==> config.mk <==
export PLATFORM = sky130hd
export DESIGN_NAME = dbus_initiator
export DESIGN_NICKNAME = d
export VERILOG_FILES = /design/src/rtl/dbus_initiator.sv
export SDC_FILE = /design/constraint.sdc
export NUM_CORES = 1
export LEC_CHECK = 0
export CORE_AREA = 2 2 123 125
export CTS_CLUSTER_SIZE = 12
export DETAILED_ROUTE_END_ITERATION = 6
export DIE_AREA = 0 0 125 127
export PLACE_DENSITY = 0.8
export SLEW_MARGIN = 20
export SYNTH_ARGS = -nofsm -noshare
export SYNTH_HDL_FRONTEND = slang
export SYNTH_SLANG_ARGS = --single-unit
==> constraint.sdc <==
create_clock -name clk -period 4.7 [get_ports clk]
set_input_delay 0.94 -clock clk [delete_from_list [all_inputs] [get_ports clk]]
set_output_delay 0.94 -clock clk [all_outputs]
set_load 0.01 [all_outputs]
==> src/rtl/dbus_initiator.sv <==
// Single-outstanding dbus initiator: command port in, dbus request out, response port back.
// A programmable timeout aborts requests that a peripheral never acks.
package dbus_pkg;
  typedef struct packed {
    logic        req;
    logic        w_en;
    logic [31:0] addr;
    logic [31:0] w_data;
  } type_dbus2peri_s;

  typedef struct packed {
    logic        ack;
    logic [31:0] r_data;
  } type_peri2dbus_s;
endpackage

module dbus_initiator
  import dbus_pkg::*;
#(
  parameter int unsigned TIMEOUT_CYCLES = 16,
  parameter int unsigned ERR_CNT_W      = 8
) (
  input  logic                 clk,
  input  logic                 rst,
  input  logic                 cmd_valid_i,
  output logic                 cmd_ready_o,
  input  logic                 cmd_we_i,
  input  logic [31:0]          cmd_addr_i,
  input  logic [31:0]          cmd_wdata_i,
  output type_dbus2peri_s      dbus2peri_o,
  input  type_peri2dbus_s      peri2dbus_i,
  output logic                 rsp_valid_o,
  input  logic                 rsp_ready_i,
  output logic [31:0]          rsp_rdata_o,
  output logic                 rsp_err_o,
  output logic [ERR_CNT_W-1:0] err_cnt_o
);

  typedef enum logic [1:0] {
    IDLE = 2'd0,
    REQ  = 2'd1,
    RESP = 2'd2
  } state_t;

  state_t                 state_r, state_nxt_s;
  logic                   we_r, we_nxt_s;
  logic [31:0]            addr_r, addr_nxt_s;
  logic [31:0]            wdata_r, wdata_nxt_s;
  logic [31:0]            tmo_cnt_r, tmo_cnt_nxt_s;
  logic [31:0]            rdata_r, rdata_nxt_s;
  logic                   err_r, err_nxt_s;
  logic [ERR_CNT_W-1:0]   err_cnt_r, err_cnt_nxt_s;
  logic                   req_r, w_en_r, cmd_ready_r, rsp_valid_r;
  logic                   tmo_hit_s;

  function automatic logic [ERR_CNT_W-1:0] sat_inc(input logic [ERR_CNT_W-1:0] v);
    if (v == {ERR_CNT_W{1'b1}}) begin
      sat_inc = v;
    end else begin
      sat_inc = v + ERR_CNT_W'(1);
    end
  endfunction

  // A zero TIMEOUT_CYCLES disables the abort path entirely.
  assign tmo_hit_s = (TIMEOUT_CYCLES != 32'd0) && (tmo_cnt_r == (TIMEOUT_CYCLES - 32'd1));

  // Next-state and next-register values for the transaction FSM.
  always_comb begin
    state_nxt_s   = state_r;
    we_nxt_s      = we_r;
    addr_nxt_s    = addr_r;
    wdata_nxt_s   = wdata_r;
    tmo_cnt_nxt_s = tmo_cnt_r;
    rdata_nxt_s   = rdata_r;
    err_nxt_s     = err_r;
    err_cnt_nxt_s = err_cnt_r;
    case (state_r)
      IDLE: begin
        if (cmd_valid_i) begin
          state_nxt_s   = REQ;
          we_nxt_s      = cmd_we_i;
          addr_nxt_s    = cmd_addr_i;
          wdata_nxt_s   = cmd_we_i ? cmd_wdata_i : 32'd0;
          tmo_cnt_nxt_s = 32'd0;
        end else begin
          state_nxt_s = IDLE;
        end
      end
      REQ: begin
        tmo_cnt_nxt_s = tmo_cnt_r + 32'd1;
        // ack takes priority over a timeout landing in the same cycle
        if (peri2dbus_i.ack) begin
          state_nxt_s = RESP;
          rdata_nxt_s = we_r ? 32'd0 : peri2dbus_i.r_data;
          err_nxt_s   = 1'b0;
        end else if (tmo_hit_s) begin
          state_nxt_s   = RESP;
          rdata_nxt_s   = 32'd0;
          err_nxt_s     = 1'b1;
          err_cnt_nxt_s = sat_inc(err_cnt_r);
        end else begin
          state_nxt_s = REQ;
        end
      end
      RESP: begin
        if (rsp_ready_i) begin
          state_nxt_s = IDLE;
        end else begin
          state_nxt_s = RESP;
        end
      end
      default: begin
        state_nxt_s = IDLE;
      end
    endcase
  end

  // State, captured transaction and registered decode of the next state.
  always_ff @(posedge clk or posedge rst) begin
    if (rst) begin
      state_r     <= IDLE;
      we_r        <= 1'b0;
      addr_r      <= 32'd0;
      wdata_r     <= 32'd0;
      tmo_cnt_r   <= 32'd0;
      rdata_r     <= 32'd0;
      err_r       <= 1'b0;
      err_cnt_r   <= '0;
      req_r       <= 1'b0;
      w_en_r      <= 1'b0;
      cmd_ready_r <= 1'b1;
      rsp_valid_r <= 1'b0;
    end else begin
      state_r     <= state_nxt_s;
      we_r        <= we_nxt_s;
      addr_r      <= addr_nxt_s;
      wdata_r     <= wdata_nxt_s;
      tmo_cnt_r   <= tmo_cnt_nxt_s;
      rdata_r     <= rdata_nxt_s;
      err_r       <= err_nxt_s;
      err_cnt_r   <= err_cnt_nxt_s;
      req_r       <= (state_nxt_s == REQ);
      w_en_r      <= (state_nxt_s == REQ) && we_nxt_s;
      cmd_ready_r <= (state_nxt_s == IDLE);
      rsp_valid_r <= (state_nxt_s == RESP);
    end
  end

  assign dbus2peri_o.req    = req_r;
  assign dbus2peri_o.w_en   = w_en_r;
  assign dbus2peri_o.addr   = addr_r;
  assign dbus2peri_o.w_data = wdata_r;
  assign cmd_ready_o        = cmd_ready_r;
  assign rsp_valid_o        = rsp_valid_r;
  assign rsp_rdata_o        = rdata_r;
  assign rsp_err_o          = err_r;
  assign err_cnt_o          = err_cnt_r;

endmodule

## Yosys cells after proc, flatten, opt, wreduce, memory -nomap -nowiden

Cells that the tools add are included.
Widths: inputs -> output; s select.

- Flip-flop bits (word level): 144
- Bits of input ports: 102
- Logic and storage cells: 47
- Output and inout port bits: 109

- Muxes and demuxes: 15
- Equal/unequal tests: 7
- Add/sub/neg operators: 2
- Bitwise logic cells: 2
- Reductions and logical operators: 9

Operators with widths:

| kind | count |
|---|---|
| $mux 32 | 5 |
| $pmux 32 s2 | 1 |
| $add 32x1->32 const B | 1 |
| $eq 32x4->1 const B | 1 |
| $add 8x1->8 const B | 1 |
| $eq 8x8->1 const B | 1 |
| $mux 2 | 3 |
| $pmux 2 s3 | 1 |
| $reduce_and 2->1 | 3 |
| $mux 1 | 5 |
| $eq 2x1->1 const B | 2 |
| $eq 2x2->1 const B | 2 |
| $logic_not 2->1 | 2 |
| $reduce_and 4->1 | 1 |
| $reduce_bool 2->1 | 2 |
| $ne 2x2->1 const B | 1 |
| $not 1->1 | 2 |
| $logic_and 1x1->1 | 1 |

## Logic depth before layout (Yosys ltp)

Gate-level depths: netlist of the first run.

- Word-level depth: 6
- Mapped depth: 7
- Mapped depth without buffers: 6

## Worst setup path after synthesis of the first run

Ideal clock, no wire load.

- Path kind: in2reg
- From: input port peri2dbus_i[32] (netlist bit)
- To: register err_cnt_r[1], in the netlist err_cnt_o[1]
- Setup time: 0.125 ns
- Path slack: 2.755 ns
- Arrival: 1.820 ns
- Cell stages on the path: 3
- Data required time: 4.575 ns
- Path buffers: 0
- Cell sequence: a31o_2 nor4_4 mux2_2

- Word-level cells in the longest chain between the ends: 2

RTL lines:

| element | line | RTL |
|---|---|---|
| start: declaration | 31 | `input type_peri2dbus_s peri2dbus_i,` |
| $not 1->1 (no source line) | - |  |
| $reduce_and 4->1 (no source line) | - |  |
| end signal: assignment | 141 | `err_cnt_r <= err_cnt_nxt_s;` |
| end: declaration | 52 | `logic [ERR_CNT_W-1:0] err_cnt_r, err_cnt_nxt_s;` |

No other way between the ends.
A chain may end at the register's enable or synchronous reset.

## Worst setup path in the final report of the first run

- From: input port cmd_valid_i
- To: register addr_r[0]

- Word-level cells in the longest chain between the ends: 1

RTL lines:

| element | line | RTL |
|---|---|---|
| start: declaration | 25 | `input logic cmd_valid_i,` |
| $reduce_and 2->1 (no source line) | - |  |
| end signal: assignment | 136 | `addr_r <= addr_nxt_s;` |
| end: declaration | 47 | `logic [31:0] addr_r, addr_nxt_s;` |

No other way between the ends.

==> impl_metrics.yaml, run 1 <==
status:
  outcome: "completed"
drt:
  viasPerCell: 5.04
  wl_per_cell_um: 15.5
  wl_um: 15000
  firstDrtPassIters: 4
  vias: 4896
  drt-initial-drc-count: 271
  drc: 0
  antenna_left: 0
timing:
  drv_slew: 0
  fin_ws_ps: 2230
  final-setup-viol-count: 0
  period_share: 0.525
  worst_slew_pin_slew_ps: 911
  hold_violations: 0
  slew_headroom: 0.393
  fin_skew_ps: 9.06
  tns_ps: 0
  final.min_clock_period_ps: 2470
  clock.fmax_mhz: 405
  grt_setup_unrepaired: "no"
critical_path:
  r2r_setup_slack_ps: 2290
  cp.required_ps: 5060
  worstSetupPathType: "primary input to register"
  critPathLaunchType: "primary input"
  crit_path_max_fanout: 43
  critical_path_arrival_ps: 2830
  endpoint_kind: "register"
cts:
  worst_skew_pair.late_latency_ps: 420
  root_buffer: "clkbuf_16"
  htree_levels: 4
  clockBufferDepth: 2
  numCtsBuffers: 17
  clk_pin_slew_ps: 60
  cts_tree: "yes"
  clock_sinks: 144
  ctsResizeCount: 0
  cts_hold_buf: 0
  cts_setup_buffers: 0
placed_design:
  io_buffers: 210
  gp_congestion: 0.765
  place_ws_ps: 1780
  dpl.hpwl_um: 10100
synthesis:
  synth-seq-area-share: 0.614
  synth_area_leaders: "dfrtp_1 61%, nand2_1 12%, a22o_1 5.2%"
  synth_top_area_cell: "dfrtp_1"
  syn_inst: 572
  async_flop_share: 1.00
  synth.avg_cell_area_um2: 10.3
  synth_top_area_frac: 0.609
  synth_top_flop_cell: "dfrtp_1"
  synth_cell_types: 39
  synth_seq_cells: 144
  synth-edff-count: 0
  ys_warn_count: 0
  syn_area_um2: 5870
  synth_nets: 676
cells_and_area:
  multi_input_area_um2: 2110
  drive_gt1_frac: 0.0698
  regArea_um2: 3600
  nFillCells: 1167
  fin_nets: 879
  areaGrowthSynthToFinish_pct: 49.1
  n_antenna_cell: 0
floorplanning:
  start_util: 0.407
  row_count: 44
  die_area_um2: 15900
  core-area_um2: 14400
  dieHeight_um: 127
  die_w_um: 125
  ios: 211
global_routing:
  grt_pass1_wl_um: 25000
  grt-ovfl-total: 0
  grt_util_all_layers: 0.196
  antenna_found_initial: 0
  grt_pass1_vias: 4939
  grt_max_degree: 94
pwr:
  power.density_nw_per_um2: 590
  cellLeakagePower_nw: 4.03
  ir_drop_mv: 0.340
min_path:
  min_path_type: "register to register"
flow_run:
  max-cap-violations: 0
[cell usage in the layout (no fill, tap or decap), types with 7 or more instances in the layout]
cell type	Yosys	final
dfrtp_1	143	143
nand2_1	189	187
clkbuf_16	0	17
o211ai_1	7	7
clkdlybuf4s50_1	0	210
a22o_1	35	35
nand4_1	13	13
nand3_1	59	59
o31ai_1	8	8
nor4_1	7	7
o21ai_0	22	22
[sequential cells by signal, summed over array words and instances (netlist names), 2 cells and up]
register / count
state_r: 2
err_cnt_o: 8
addr_r: 32
wdata_r: 32
tmo_cnt_r: 32
rsp_rdata_o: 32
[critical path, cell delays in order]
cell,delay (ps)
clkdlybuf4s50_1,540
and2_2,780
buf_4,390
nand2_1,90
nand2_1,60
[through the flow]
stage               instance area, um^2  total power, mW  hold WS [ps]  std cells   util
floorplan                          5880             2.70           450        572      -
global placement                   8130             3.74           448        940  0.564
detailed placement                 8140             3.78           455        940  0.564
CTS                                8760             5.23           469        972  0.607
global route                       8760             5.48           495        972  0.607
finish                             8760             5.17           465        972  0.607
[final timing paths]
check,startpoint,end,cells after the start
min,wdata_r[22],wdata_r[22],2
max,cmd_valid_i,addr_r[0],5
min in group asynchronous,rst,wdata_r[4],2
max reg2reg,tmo_cnt_r[21],rsp_rdata_o[1],5
max in group asynchronous,rst,cmd_ready_o,3
min reg2reg,wdata_r[22],wdata_r[22],2
[area by class of cell]
class                           instances  share of cell area
Inverter                                4             0.00214
Sequential cell                       144               0.412
Timing Repair Buffer                  217               0.247
Multi-Input combinational cell        391               0.241
Clock buffer                           17              0.0486
Tap cell                              184              0.0263
Clock inverter                         15              0.0223
[cells in the mapped netlist, drive strengths merged (7+ instances only)]
library cell,n
o211ai,7
buf,19
clkbuf,14
nand2,189
nor2,7
o31ai,8
a22o,35
o21ai,22
nor4,10
dfrtp,143
nand3,59
nand4,15
[where the power goes]
| part | internal [mW] | leakage, nW | total [mW] | switching (mW) |
|---|---|---|---|---|
| registers | 1.66 | 1.88 | 1.92 | 0.257 |
| clock network | 0.851 | 0.291 | 1.42 | 0.565 |
| logic | 0.985 | 1.85 | 1.84 | 0.851 |
[cell families after synthesis]
family / Yosys count / synth area share
adder cells (fa/ha/maj): 2 / 0.00426
AO/OA/AOI/OAI: 76 / 0.0954
flip-flops: 144 / 0.614
AND/OR/NAND/NOR: 298 / 0.234
multiplexers: 8 / 0.0141
XOR/XNOR: 7 / 0.0104
buffers and inverters: 37 / 0.0279
[per-layer routing]
layer / share of wire / track usage
met1: 0.42 / 0.250
met4: 0.023 / 0.0647
met5: 0 / 0
met2: 0.47 / 0.308
met3: 0.079 / 0.0787
Note: power is estimated with default switching activity, not from simulation.
==> run 2, diff against run 1 <==
==> constraint.sdc (replaced) <==
create_clock -name clk -period 2 [get_ports clk]
set_input_delay 0.4 -clock clk [delete_from_list [all_inputs] [get_ports clk]]
set_output_delay 0.4 -clock clk [all_outputs]
set_load 0.01 [all_outputs]
==> impl_metrics.yaml, run 2 (synthesis gave the netlist of run 1 again) <==
status:
  outcome: "completed"
timing:
  hold_violations: 0
  clock.fmax_mhz: 518
  drv_slew: 0
  fin_skew_ps: 8.45
  holdWs_ps: 237
  final-setup-viol-count: 0
  period_share: 0.965
  worst_slew_pin_slew_ps: 544
  final.min_clock_period_ps: 1930
  slew_headroom: 0.636
  tns_ps: 0
  fin_ws_ps: 70.3
critical_path:
  worstSetupPathType: "register to register"
  reg2reg_to: "err_cnt_o[1]"
  startpoint: "err_cnt_o[0]"
  critPathLaunchType: "register"
  critical_path_arrival_ps: 2240
  cp.required_ps: 2310
  endpoint: "err_cnt_o[1]"
  endpoint_kind: "register"
  slowest_delay_ps: 430
  cpMaxStageDelayCell: "dfrtp_2"
  r2r-start: "err_cnt_o[0]"
  reg2reg_depth: 6
  r2r_setup_slack_ps: 70
  crit_path_max_fanout: 8
  crit_chain: "ha_2 > and3_4 > a31o_2 > nor4_4 > buf_4 > mux2_2"
cts:
  cts_hold_buf: 0
  clockBufferDepth: 2
  root_buffer: "clkbuf_16"
  clk_pin_slew_ps: 60
  worst_skew_pair.late_latency_ps: 430
  cts_tree: "yes"
  htree_levels: 4
  numCtsBuffers: 17
  clock_sinks: 144
drt:
  wl_met2_um: 7930
  wl_per_cell_um: 15.9
  antenna_left: 0
  firstDrtPassIters: 5
  viasPerCell: 5.07
  vias: 5146
  wl_met1_um: 6520
  drc: 0
  drt-initial-drc-count: 281
  wl_um: 16100
  routed.top_layer: "met4"
  wl_met3_um: 1320
global_routing:
  grt_util_all_layers: 0.206
  antenna_found_initial: 0
  grt_pass1_vias: 5224
  grt-ovfl-total: 0
  grt_max_degree: 83
  grt_pass1_wl_um: 26300
floorplanning:
  ios: 211
  core-area_um2: 14400
  die_area_um2: 15900
  die_w_um: 125
  start_util: 0.407
  dieHeight_um: 127
  row_count: 44
pwr:
  ir_drop_mv: 0.901
  power_mw: 12.1
  power.density_nw_per_um2: 1320
  cellLeakagePower_nw: 4.28
min_path:
  min_path_type: "primary input to async pin"
placed_design:
  dpl.hpwl_um: 11000
  place_ws_ps: 30.9
  io_buffers: 210
  gp_congestion: 0.767
  dp.cells: 975
cells_and_area:
  layout_common_cells: "210 x clkdlybuf4s50_1, 187 x nand2_1, 142 x dfrtp_1, 59 x nand3_1, 38 x buf_4"
  drive_gt1_frac: 0.130
  layout_commonest_cell: "clkdlybuf4s50_1"
  fin_nets: 921
  areaGrowthSynthToFinish_pct: 56.4
  final_cells: 1014
  n_antenna_cell: 0
flow_run:
  max-cap-violations: 0
==> run 2: cell types whose count changed in the layout (fill, tap and decap cells not counted), moves of 3 or more <==
cell	before	now
nor4_2	0	4
bufinv_16	3	0
buf_4	6	38
clkinv_4	1	5
buf_12	1	11
nor4_1	7	3
==> run 2: per-stage QoR <==
| step | instance area (um^2) | util |
|---|---|---|
| 3_5_place_dp | 8520 | 0.591 |
| 3_3_place_gp | 8520 | 0.591 |
| 2_1_floorplan | 5880 | - |
| 5_1_grt | 9190 | 0.637 |
| 6_report | 9190 | 0.637 |
| 4_1_cts | 9070 | 0.629 |
==> run 2: repair_timing <==
| action | 4_1_cts | 5_1_grt |
|---|---|---|
| buffers inserted | 0 | 7 |
| gates resized for setup | 0 | 14 |
| setup endpoints to repair | 0 | 41 |
==> run 2: metal layers <==
layer  global-route usage  vias up
met5                    0        -
met4               0.0699        0
met3               0.0800       29
met2                0.326      179
met1                0.261     2470
li1                     -     2468
==> run 2: worst min path at each step <==
stage,endpoint,slack (ps),cells after the start
after CTS,wdata_r[14],230,2
after floorplan,tmo_cnt_r[31],450,1
after detailed placement,wdata_r[26],450,2
final,rsp_rdata_o[3],240,2
after global routing,wdata_r[14],240,2
after global placement,wdata_r[2],450,2
==> run 2: power breakdown <==
group          total, mW  internal [mW]  switching (mW)  leakage (nW)
registers           4.45           3.90           0.548          1.88
clock network       2.96           1.62            1.33         0.270
logic               4.74           2.58            2.16          2.13
==> run 2: final cells by class <==
cell class | count | area [um^2]
flip-flops and latches | 144 | 3610
well taps | 184 | 230
inverters | 4 | 18.8
clock inverters | 15 | 129
fillers | 1115 | 5240
multi-input cells | 391 | 2170
repair buffers | 259 | 2610
clock buffers | 17 | 425
==> run 2: critical path, delay by kind of cell, from the launching register on <==
family / cells / cell delay (ps)
fa+ha+maj: 1 / 200
flops: 1 / 430
compound gates: 1 / 250
buf+inv: 1 / 190
mux: 1 / 330
simple gates: 2 / 410
